## config.mk

```make
export PLATFORM = sky130hd
export DESIGN_NAME = core_wb_dbridge_flat
export DESIGN_NICKNAME = d
export VERILOG_FILES = /design/src/rtl/core_wb_dbridge_if.sv /design/src/rtl/core_wb_dbridge.sv /design/src/flat_wrapper.sv
export SDC_FILE = /design/constraint.sdc
export NUM_CORES = 1
export LEC_CHECK = 0
export ABC_AREA = 1
export BUFFER_PORTS_ARGS = -buffer_cell sky130_fd_sc_hd__buf_2
export CORE_MARGIN = 8
export CORE_UTILIZATION = 24
export DETAILED_ROUTE_END_ITERATION = 8
export MAX_ROUTING_LAYER = met4
export PLACE_DENSITY = 0.47
export SETUP_SLACK_MARGIN = 0.4
export SYNTH_ARGS = -nofsm -noshare
export SYNTH_HDL_FRONTEND = slang
export SYNTH_SLANG_ARGS = --single-unit
export TNS_END_PERCENT = 100
```

## constraint.sdc

```tcl
create_clock -name data_wb_clk_i -period 4.8 [get_ports data_wb_clk_i]
set_clock_uncertainty 0.2 [all_clocks]
set_input_delay 0.48 -clock data_wb_clk_i [delete_from_list [all_inputs] [get_ports data_wb_clk_i]]
set_output_delay 0.48 -clock data_wb_clk_i [all_outputs]
set_load 0.02 [all_outputs]
```

## src/rtl/core_wb_dbridge_if.sv

```systemverilog
// Signal bundle for the core data port and the Wishbone B4 pipelined data-side bus.
// The bridge uses the master modport; the surrounding core/interconnect model uses slave.
interface core_wb_dbridge_if #(
  parameter int AW = 32,
  parameter int DW = 32
);
  localparam int SW = DW / 8;

  logic          core_req_i;
  logic          core_we_i;
  logic [AW-1:0] core_adr_i;
  logic [DW-1:0] core_wdat_i;
  logic [SW-1:0] core_sel_i;
  logic          core_rdy_o;
  logic          core_rvalid_o;
  logic [DW-1:0] core_rdata_o;
  logic          core_err_o;

  logic          data_wb_cyc_o;
  logic          data_wb_stb_o;
  logic          data_wb_we_o;
  logic [AW-1:0] data_wb_adr_o;
  logic [DW-1:0] data_wb_dat_o;
  logic [SW-1:0] data_wb_sel_o;
  logic          data_wb_stall_i;
  logic          data_wb_ack_i;
  logic          data_wb_err_i;
  logic [DW-1:0] data_wb_dat_i;

  modport master (
    input  core_req_i, core_we_i, core_adr_i, core_wdat_i, core_sel_i,
    output core_rdy_o, core_rvalid_o, core_rdata_o, core_err_o,
    output data_wb_cyc_o, data_wb_stb_o, data_wb_we_o, data_wb_adr_o, data_wb_dat_o, data_wb_sel_o,
    input  data_wb_stall_i, data_wb_ack_i, data_wb_err_i, data_wb_dat_i
  );

  modport slave (
    output core_req_i, core_we_i, core_adr_i, core_wdat_i, core_sel_i,
    input  core_rdy_o, core_rvalid_o, core_rdata_o, core_err_o,
    input  data_wb_cyc_o, data_wb_stb_o, data_wb_we_o, data_wb_adr_o, data_wb_dat_o, data_wb_sel_o,
    output data_wb_stall_i, data_wb_ack_i, data_wb_err_i, data_wb_dat_i
  );
endinterface

```

## src/rtl/core_wb_dbridge.sv

```systemverilog
// Core-to-Wishbone B4 pipelined data bridge: request FIFO, outstanding-transfer tracking,
// in-order responses and a bus-hang timeout that flushes outstanding transfers as errors.
module core_wb_dbridge #(
  parameter int AW        = 32,
  parameter int DW        = 32,
  parameter int REQ_DEPTH = 2,
  parameter int MAX_OUTST = 4,
  parameter int TIMEOUT   = 255
) (
  input  logic              data_wb_clk_i,
  input  logic              data_wb_rst_i,
  core_wb_dbridge_if.master bus
);
  localparam int SW = DW / 8;
  localparam int PW = (REQ_DEPTH > 1) ? $clog2(REQ_DEPTH) : 1;
  localparam int CW = $clog2(REQ_DEPTH + 1);
  localparam int TW = (TIMEOUT > 1) ? $clog2(TIMEOUT) : 1;
  localparam int EW = 1 + AW + DW + SW;

  // state | meaning
  // IDLE  | nothing queued, nothing outstanding
  // BUSY  | requests queued and/or transfers outstanding
  // ABORT | bus hung: bus released, one error response per outstanding transfer
  typedef enum logic [1:0] {IDLE, BUSY, ABORT} state_t;

  state_t        r_state, w_state_nxt;
  logic [EW-1:0] r_mem [REQ_DEPTH];
  logic [PW-1:0] r_wr_ptr, r_rd_ptr;
  logic [CW-1:0] r_count;
  logic [3:0]    r_outst;
  logic [TW-1:0] r_timer;
  logic          r_rvalid, r_err;
  logic [DW-1:0] r_rdata;

  logic          w_full, w_empty, w_push, w_pop, w_stb, w_cyc;
  logic          w_any_resp, w_bus_resp, w_abort_emit, w_dec, w_timeout;
  logic [EW-1:0] w_head;

  function automatic logic [PW-1:0] ptr_inc(input logic [PW-1:0] p);
    return (p == PW'(REQ_DEPTH - 1)) ? '0 : p + PW'(1);
  endfunction

  assign w_full       = (r_count == CW'(REQ_DEPTH));
  assign w_empty      = (r_count == '0);
  assign w_push       = bus.core_req_i & ~w_full;
  assign w_pop        = w_stb & ~bus.data_wb_stall_i;
  assign w_head       = r_mem[r_rd_ptr];
  assign w_any_resp   = bus.data_wb_ack_i | bus.data_wb_err_i;
  assign w_bus_resp   = w_any_resp && (r_outst != '0) && (r_state != ABORT);
  assign w_abort_emit = (r_state == ABORT) && (r_outst != '0);
  assign w_dec        = w_bus_resp | w_abort_emit;
  assign w_timeout    = (TIMEOUT != 0) && (r_state != ABORT) && (r_outst != '0) &&
                        (r_timer == TW'(TIMEOUT - 1)) && !w_any_resp;

  always_ff @(posedge data_wb_clk_i or posedge data_wb_rst_i) begin
    if (data_wb_rst_i) r_state <= IDLE;
    else               r_state <= w_state_nxt;
  end

  always_comb begin
    w_state_nxt = r_state;
    w_stb       = 1'b0;
    w_cyc       = 1'b0;
    if (r_state != ABORT) begin
      w_stb = !w_empty && (r_outst < 4'(MAX_OUTST));
      w_cyc = w_stb || (r_outst != '0);
    end
    unique case (r_state)
      IDLE:  if (!w_empty) w_state_nxt = BUSY;
      BUSY: begin
        if (w_timeout)                         w_state_nxt = ABORT;
        else if (w_empty && (r_outst == '0))   w_state_nxt = IDLE;
      end
      // leave on the cycle that emits the last flushed response
      ABORT: if (r_outst <= 4'd1) w_state_nxt = w_empty ? IDLE : BUSY;
      default: w_state_nxt = IDLE;
    endcase
  end

  always_ff @(posedge data_wb_clk_i) begin
    if (w_push) r_mem[r_wr_ptr] <= {bus.core_we_i, bus.core_adr_i, bus.core_wdat_i, bus.core_sel_i};
  end

  always_ff @(posedge data_wb_clk_i or posedge data_wb_rst_i) begin
    if (data_wb_rst_i) begin
      r_wr_ptr <= '0;
      r_rd_ptr <= '0;
      r_count  <= '0;
      r_outst  <= '0;
      r_timer  <= '0;
      r_rvalid <= 1'b0;
      r_err    <= 1'b0;
      r_rdata  <= '0;
    end else begin
      if (w_push) r_wr_ptr <= ptr_inc(r_wr_ptr);
      if (w_pop)  r_rd_ptr <= ptr_inc(r_rd_ptr);
      case ({w_push, w_pop})
        2'b10:   r_count <= r_count + CW'(1);
        2'b01:   r_count <= r_count - CW'(1);
        default: ;
      endcase
      case ({w_pop, w_dec})
        2'b10:   r_outst <= r_outst + 4'd1;
        2'b01:   r_outst <= r_outst - 4'd1;
        default: ;
      endcase
      if (w_any_resp || (r_outst == '0) || (r_state == ABORT) || w_timeout) r_timer <= '0;
      else                                                                  r_timer <= r_timer + TW'(1);
      r_rvalid <= w_dec;
      r_rdata  <= w_bus_resp ? bus.data_wb_dat_i : '0;
      r_err    <= w_bus_resp ? bus.data_wb_err_i : w_abort_emit;
    end
  end

  assign bus.core_rdy_o    = ~w_full;
  assign bus.core_rvalid_o = r_rvalid;
  assign bus.core_rdata_o  = r_rdata;
  assign bus.core_err_o    = r_err;
  assign bus.data_wb_cyc_o = w_cyc;
  assign bus.data_wb_stb_o = w_stb;
  assign bus.data_wb_we_o  = w_stb & w_head[EW-1];
  assign bus.data_wb_adr_o = w_stb ? w_head[EW-2 -: AW] : '0;
  assign bus.data_wb_dat_o = w_stb ? w_head[DW+SW-1 -: DW] : '0;
  assign bus.data_wb_sel_o = w_stb ? w_head[SW-1:0] : '0;
endmodule

```

## src/flat_wrapper.sv

```systemverilog
// flat-port wrapper written by rule: the top's interface ports become plain ports
module core_wb_dbridge_flat 
#(
  parameter int AW        = 32,
  parameter int DW        = 32,
  parameter int REQ_DEPTH = 2,
  parameter int MAX_OUTST = 4,
  parameter int TIMEOUT   = 255
)
  (data_wb_clk_i, data_wb_rst_i, bus_core_req_i, bus_core_we_i, bus_core_adr_i, bus_core_wdat_i, bus_core_sel_i, bus_core_rdy_o, bus_core_rvalid_o, bus_core_rdata_o, bus_core_err_o, bus_data_wb_cyc_o, bus_data_wb_stb_o, bus_data_wb_we_o, bus_data_wb_adr_o, bus_data_wb_dat_o, bus_data_wb_sel_o, bus_data_wb_stall_i, bus_data_wb_ack_i, bus_data_wb_err_i, bus_data_wb_dat_i);
  core_wb_dbridge_if #(.AW(AW), .DW(DW)) bus_i ();
  input  logic data_wb_clk_i;
  input  logic data_wb_rst_i;
  input wire logic [$bits(bus_i.core_req_i)-1:0] bus_core_req_i;
  input wire logic [$bits(bus_i.core_we_i)-1:0] bus_core_we_i;
  input wire logic [$bits(bus_i.core_adr_i)-1:0] bus_core_adr_i;
  input wire logic [$bits(bus_i.core_wdat_i)-1:0] bus_core_wdat_i;
  input wire logic [$bits(bus_i.core_sel_i)-1:0] bus_core_sel_i;
  output wire logic [$bits(bus_i.core_rdy_o)-1:0] bus_core_rdy_o;
  output wire logic [$bits(bus_i.core_rvalid_o)-1:0] bus_core_rvalid_o;
  output wire logic [$bits(bus_i.core_rdata_o)-1:0] bus_core_rdata_o;
  output wire logic [$bits(bus_i.core_err_o)-1:0] bus_core_err_o;
  output wire logic [$bits(bus_i.data_wb_cyc_o)-1:0] bus_data_wb_cyc_o;
  output wire logic [$bits(bus_i.data_wb_stb_o)-1:0] bus_data_wb_stb_o;
  output wire logic [$bits(bus_i.data_wb_we_o)-1:0] bus_data_wb_we_o;
  output wire logic [$bits(bus_i.data_wb_adr_o)-1:0] bus_data_wb_adr_o;
  output wire logic [$bits(bus_i.data_wb_dat_o)-1:0] bus_data_wb_dat_o;
  output wire logic [$bits(bus_i.data_wb_sel_o)-1:0] bus_data_wb_sel_o;
  input wire logic [$bits(bus_i.data_wb_stall_i)-1:0] bus_data_wb_stall_i;
  input wire logic [$bits(bus_i.data_wb_ack_i)-1:0] bus_data_wb_ack_i;
  input wire logic [$bits(bus_i.data_wb_err_i)-1:0] bus_data_wb_err_i;
  input wire logic [$bits(bus_i.data_wb_dat_i)-1:0] bus_data_wb_dat_i;
  assign bus_i.core_req_i = bus_core_req_i;
  assign bus_i.core_we_i = bus_core_we_i;
  assign bus_i.core_adr_i = bus_core_adr_i;
  assign bus_i.core_wdat_i = bus_core_wdat_i;
  assign bus_i.core_sel_i = bus_core_sel_i;
  assign bus_core_rdy_o = bus_i.core_rdy_o;
  assign bus_core_rvalid_o = bus_i.core_rvalid_o;
  assign bus_core_rdata_o = bus_i.core_rdata_o;
  assign bus_core_err_o = bus_i.core_err_o;
  assign bus_data_wb_cyc_o = bus_i.data_wb_cyc_o;
  assign bus_data_wb_stb_o = bus_i.data_wb_stb_o;
  assign bus_data_wb_we_o = bus_i.data_wb_we_o;
  assign bus_data_wb_adr_o = bus_i.data_wb_adr_o;
  assign bus_data_wb_dat_o = bus_i.data_wb_dat_o;
  assign bus_data_wb_sel_o = bus_i.data_wb_sel_o;
  assign bus_i.data_wb_stall_i = bus_data_wb_stall_i;
  assign bus_i.data_wb_ack_i = bus_data_wb_ack_i;
  assign bus_i.data_wb_err_i = bus_data_wb_err_i;
  assign bus_i.data_wb_dat_i = bus_data_wb_dat_i;
  core_wb_dbridge #(.AW(AW), .DW(DW), .REQ_DEPTH(REQ_DEPTH), .MAX_OUTST(MAX_OUTST), .TIMEOUT(TIMEOUT)) u_core (.data_wb_clk_i(data_wb_clk_i), .data_wb_rst_i(data_wb_rst_i), .bus(bus_i));
endmodule
```

==> impl_metrics.tcl <==
set metrics [dict create \
    critPathCaptureType "output port" \
    reg2reg_to "u_core.r_outst[2]$_DFFE_PP0P_" \
    status "finished clean" \
    worst_path_max_delay_cell "nand3_4" \
    synth_area_sq_um 7340 \
    grt_pass1_wl_microns 29600 \
    synth_top_area_share_pct 56.4 \
    synthArstFlopShare_pct 27.4 \
    cts_tree "yes" \
    slowest_delay_ps 720 \
    crit_start "u_core.r_outst[2]$_DFFE_PP0P_" \
    dieArea_sq_um 36500 \
    fin_hold_ws_ps 41.6 \
    avgRoutedWirePerCell_microns 15.5 \
    power.density_nw_per_um2 562 \
    synth_ff_type "edfxtp_1" \
    syn_inst 621 \
    finalNetCount 947 \
    grt.total_usage_pct 10.8 \
    place_congestion 0.744 \
    critical_path.top_delay_family "simple AND/OR/NAND/NOR gates" \
    syn_nets 735 \
    worstPathMaxFanout 71 \
    clk_latency_ps 420 \
    drv_slew 0 \
    setup_viol 0 \
    post-route-period-util_pct 68.0 \
    gr-total-overflow 0 \
    tightest_slew_ps 1070 \
    drive_gt1_share_pct 31.3 \
    ant_nets 0 \
    ys_types 23 \
    io_buffer_count 212 \
    htreeDepth 4 \
    viasPerCell 4.05 \
    ys_top_cells_by_area "edfxtp_1 56%, dfrtp_1 18%, nand2_1 9.4%" \
    rsz0062_at_grt "false" \
    fin_setup_tns_ps 0 \
    grt_pass1_vias 5401 \
    synth_area_leader_cell "edfxtp_1" \
    drc_errors 0 \
    slew_headroom_pct 28.8 \
    crit_path_cell_trace "nor2_2 -> nand3_4 -> a21oi_1 -> buf_2" \
    cts_buffer_depth 2 \
    cts_setup_buffers 0 \
    dpl.hpwl_microns 12500 \
    yosys-top-cells-count "183 x nand2_1, 138 x edfxtp_1, 71 x a21oi_1" \
    finalWorstSetupSlack_ps 1530 \
    wirelength_microns 19300 \
    drv_cap 0 \
    min_path_type "in2reg" \
    initial_core_util_pct 24.2 \
    areaGrowthSynthToFinish_pct 28.5 \
    ys_seq_area_share_pct 74.2 \
    core_sq_um 30300 \
    fp.dieW_microns 191 \
    rows 64 \
    r2r-start "u_core.r_outst[2]$_DFFE_PP0P_" \
    peakVddDrop_mv 0.333 \
    cp_num_buf_inv 1 \
    r2r_slack_ps 2020 \
    cts_root_buf "clkbuf_16" \
    post-route-min-period_ps 3270 \
    grt_max_degree 72 \
    drt-initial-drc-count 201 \
    die_h_microns 191 \
    post-place-ws_ps 1920 \
    crit_cells 4 \
    cts.sinks 190 \
    start_kind "flip-flop" \
    min_path_cells 1 \
    vias 5046 \
    numCtsBuffers 17 \
    synth_seq_cells 190 \
    max_freq_ghz 0.306 \
    endpoint "bus_data_wb_adr_o[11]" \
    reg2regPathDepth 9 \
    path_class "reg2out" \
    synth_most_common_cell "nand2_1" \
    p_leak_nw 4.21 \
    num-fill-cells 3159 \
    pin_count 213 \
    clk_pin_slew_ps 70 \
    ys_warn_count 0 \
    drtPass1Iterations 4 \
    avgSynthCellArea_sq_um 11.8 \
    arrival_ps 2590 \
    hold_viol_final 0 \
    cp_data_required_time_ps 4120 \
    grt_antenna_before_repair 2 \
    synth_edf_count 138 \
]
-- per-stage QoR --
step                power, W  utilization (%)  cell area, sq um  cells
global route         0.00565             31.1              9430   1244
floorplan            0.00339                -              7340    621
CTS                  0.00544             31.1              9430   1242
detailed placement   0.00399             29.1              8830   1209
global placement     0.00399             29.1              8830   1209
finish               0.00531             31.1              9440   1245
-- layout make-up --
class / count / area [sq um] / area share (%)
Inverter: 62 / 233 / 2.47
Antenna cell: 3 / 7.51 / 0.0796
Multi-Input combinational cell: 344 / 1560 / 16.5
Tap cell: 396 / 495 / 5.25
Clock inverter: 10 / 100 / 1.06
Clock buffer: 22 / 489 / 5.18
Timing Repair Buffer: 218 / 1110 / 11.7
Sequential cell: 190 / 5450 / 57.7
-- registers in the layout (all words and copies together), names as in the netlist --
signal / cells
u_core.r_mem: 138
u_core.bus.core_rvalid_o: 1
u_core.r_outst: 4
u_core.r_state: 2
u_core.r_count: 2
u_core.bus.core_rdata_o: 32
u_core.r_rd_ptr: 1
u_core.r_timer: 8
u_core.bus.core_err_o: 1
u_core.r_wr_ptr: 1
-- cell families (layout without fill, tap and decap cells) --
group	count (synthesis)	in the layout	share of synthesized area, %
AOI/OAI and AO/OA	75	75	5.16
xor gates and xnor gates	8	8	0.954
adders and majority gates	7	7	1.19
buffers and inverters	87	312	4.87
DFF	190	190	74.2
other	0	3	0
and+or+nand+nor	254	254	13.7
-- routing by layer --
layer | GRT usage, % | up-vias | routed length [microns]
met5 | - | - | 0
met4 | 2.77 | 0 | 111
met3 | 3.70 | 9 | 1440
met2 | 16.7 | 166 | 8850
met1 | 13.4 | 2415 | 8920
li1 | - | 2456 | -
-- power breakdown --
group	total [W]	internal, W	switching, W
clock	0.00141	0.000789	0.000623
sequential	0.00227	0.00217	0.000101
combinational	0.00163	0.000428	0.00120
total	0.00531	0.00338	0.00192
-- repair_timing --
item,CTS,global route
endpoints found under the setup margin,0,0
hold buffers,1,0
hold endpoints to repair,10,0
gates resized for setup,0,0
-- placed cells by master (no fill, tap or decap), types with 2 or more instances in the layout --
master / n
a21oi_1: 71
buf_2: 212
buf_4: 5
clkbuf_16: 18
clkbuf_8: 2
clkinv_4: 3
dfrtp_1: 51
diode_2: 3
edfxtp_1: 138
ha_1: 7
inv_1: 57
inv_2: 5
inv_4: 3
nand2_1: 183
nand2_2: 3
nand3_1: 9
nor2_1: 51
nor2_2: 2
nor2_4: 3
o21ai_0: 3
xnor2_1: 5
xor2_1: 3
-- worst min path at each step --
stage                                            from                               endpoint
after global routing                bus_core_adr_i[4]          u_core.r_mem[0][40]$_DFFE_PP_
after detailed placement                data_wb_rst_i  u_core.bus.core_rdata_o[17]$_DFF_PP0_
after floorplan           u_core.r_timer[0]$_DFF_PP0_            u_core.r_timer[0]$_DFF_PP0_
final                              bus_core_adr_i[30]          u_core.r_mem[0][66]$_DFFE_PP_
after CTS                          bus_core_adr_i[30]          u_core.r_mem[0][66]$_DFFE_PP_
after global placement                  data_wb_rst_i  u_core.bus.core_rdata_o[17]$_DFF_PP0_
Note: power is estimated with default switching activity, not from simulation.
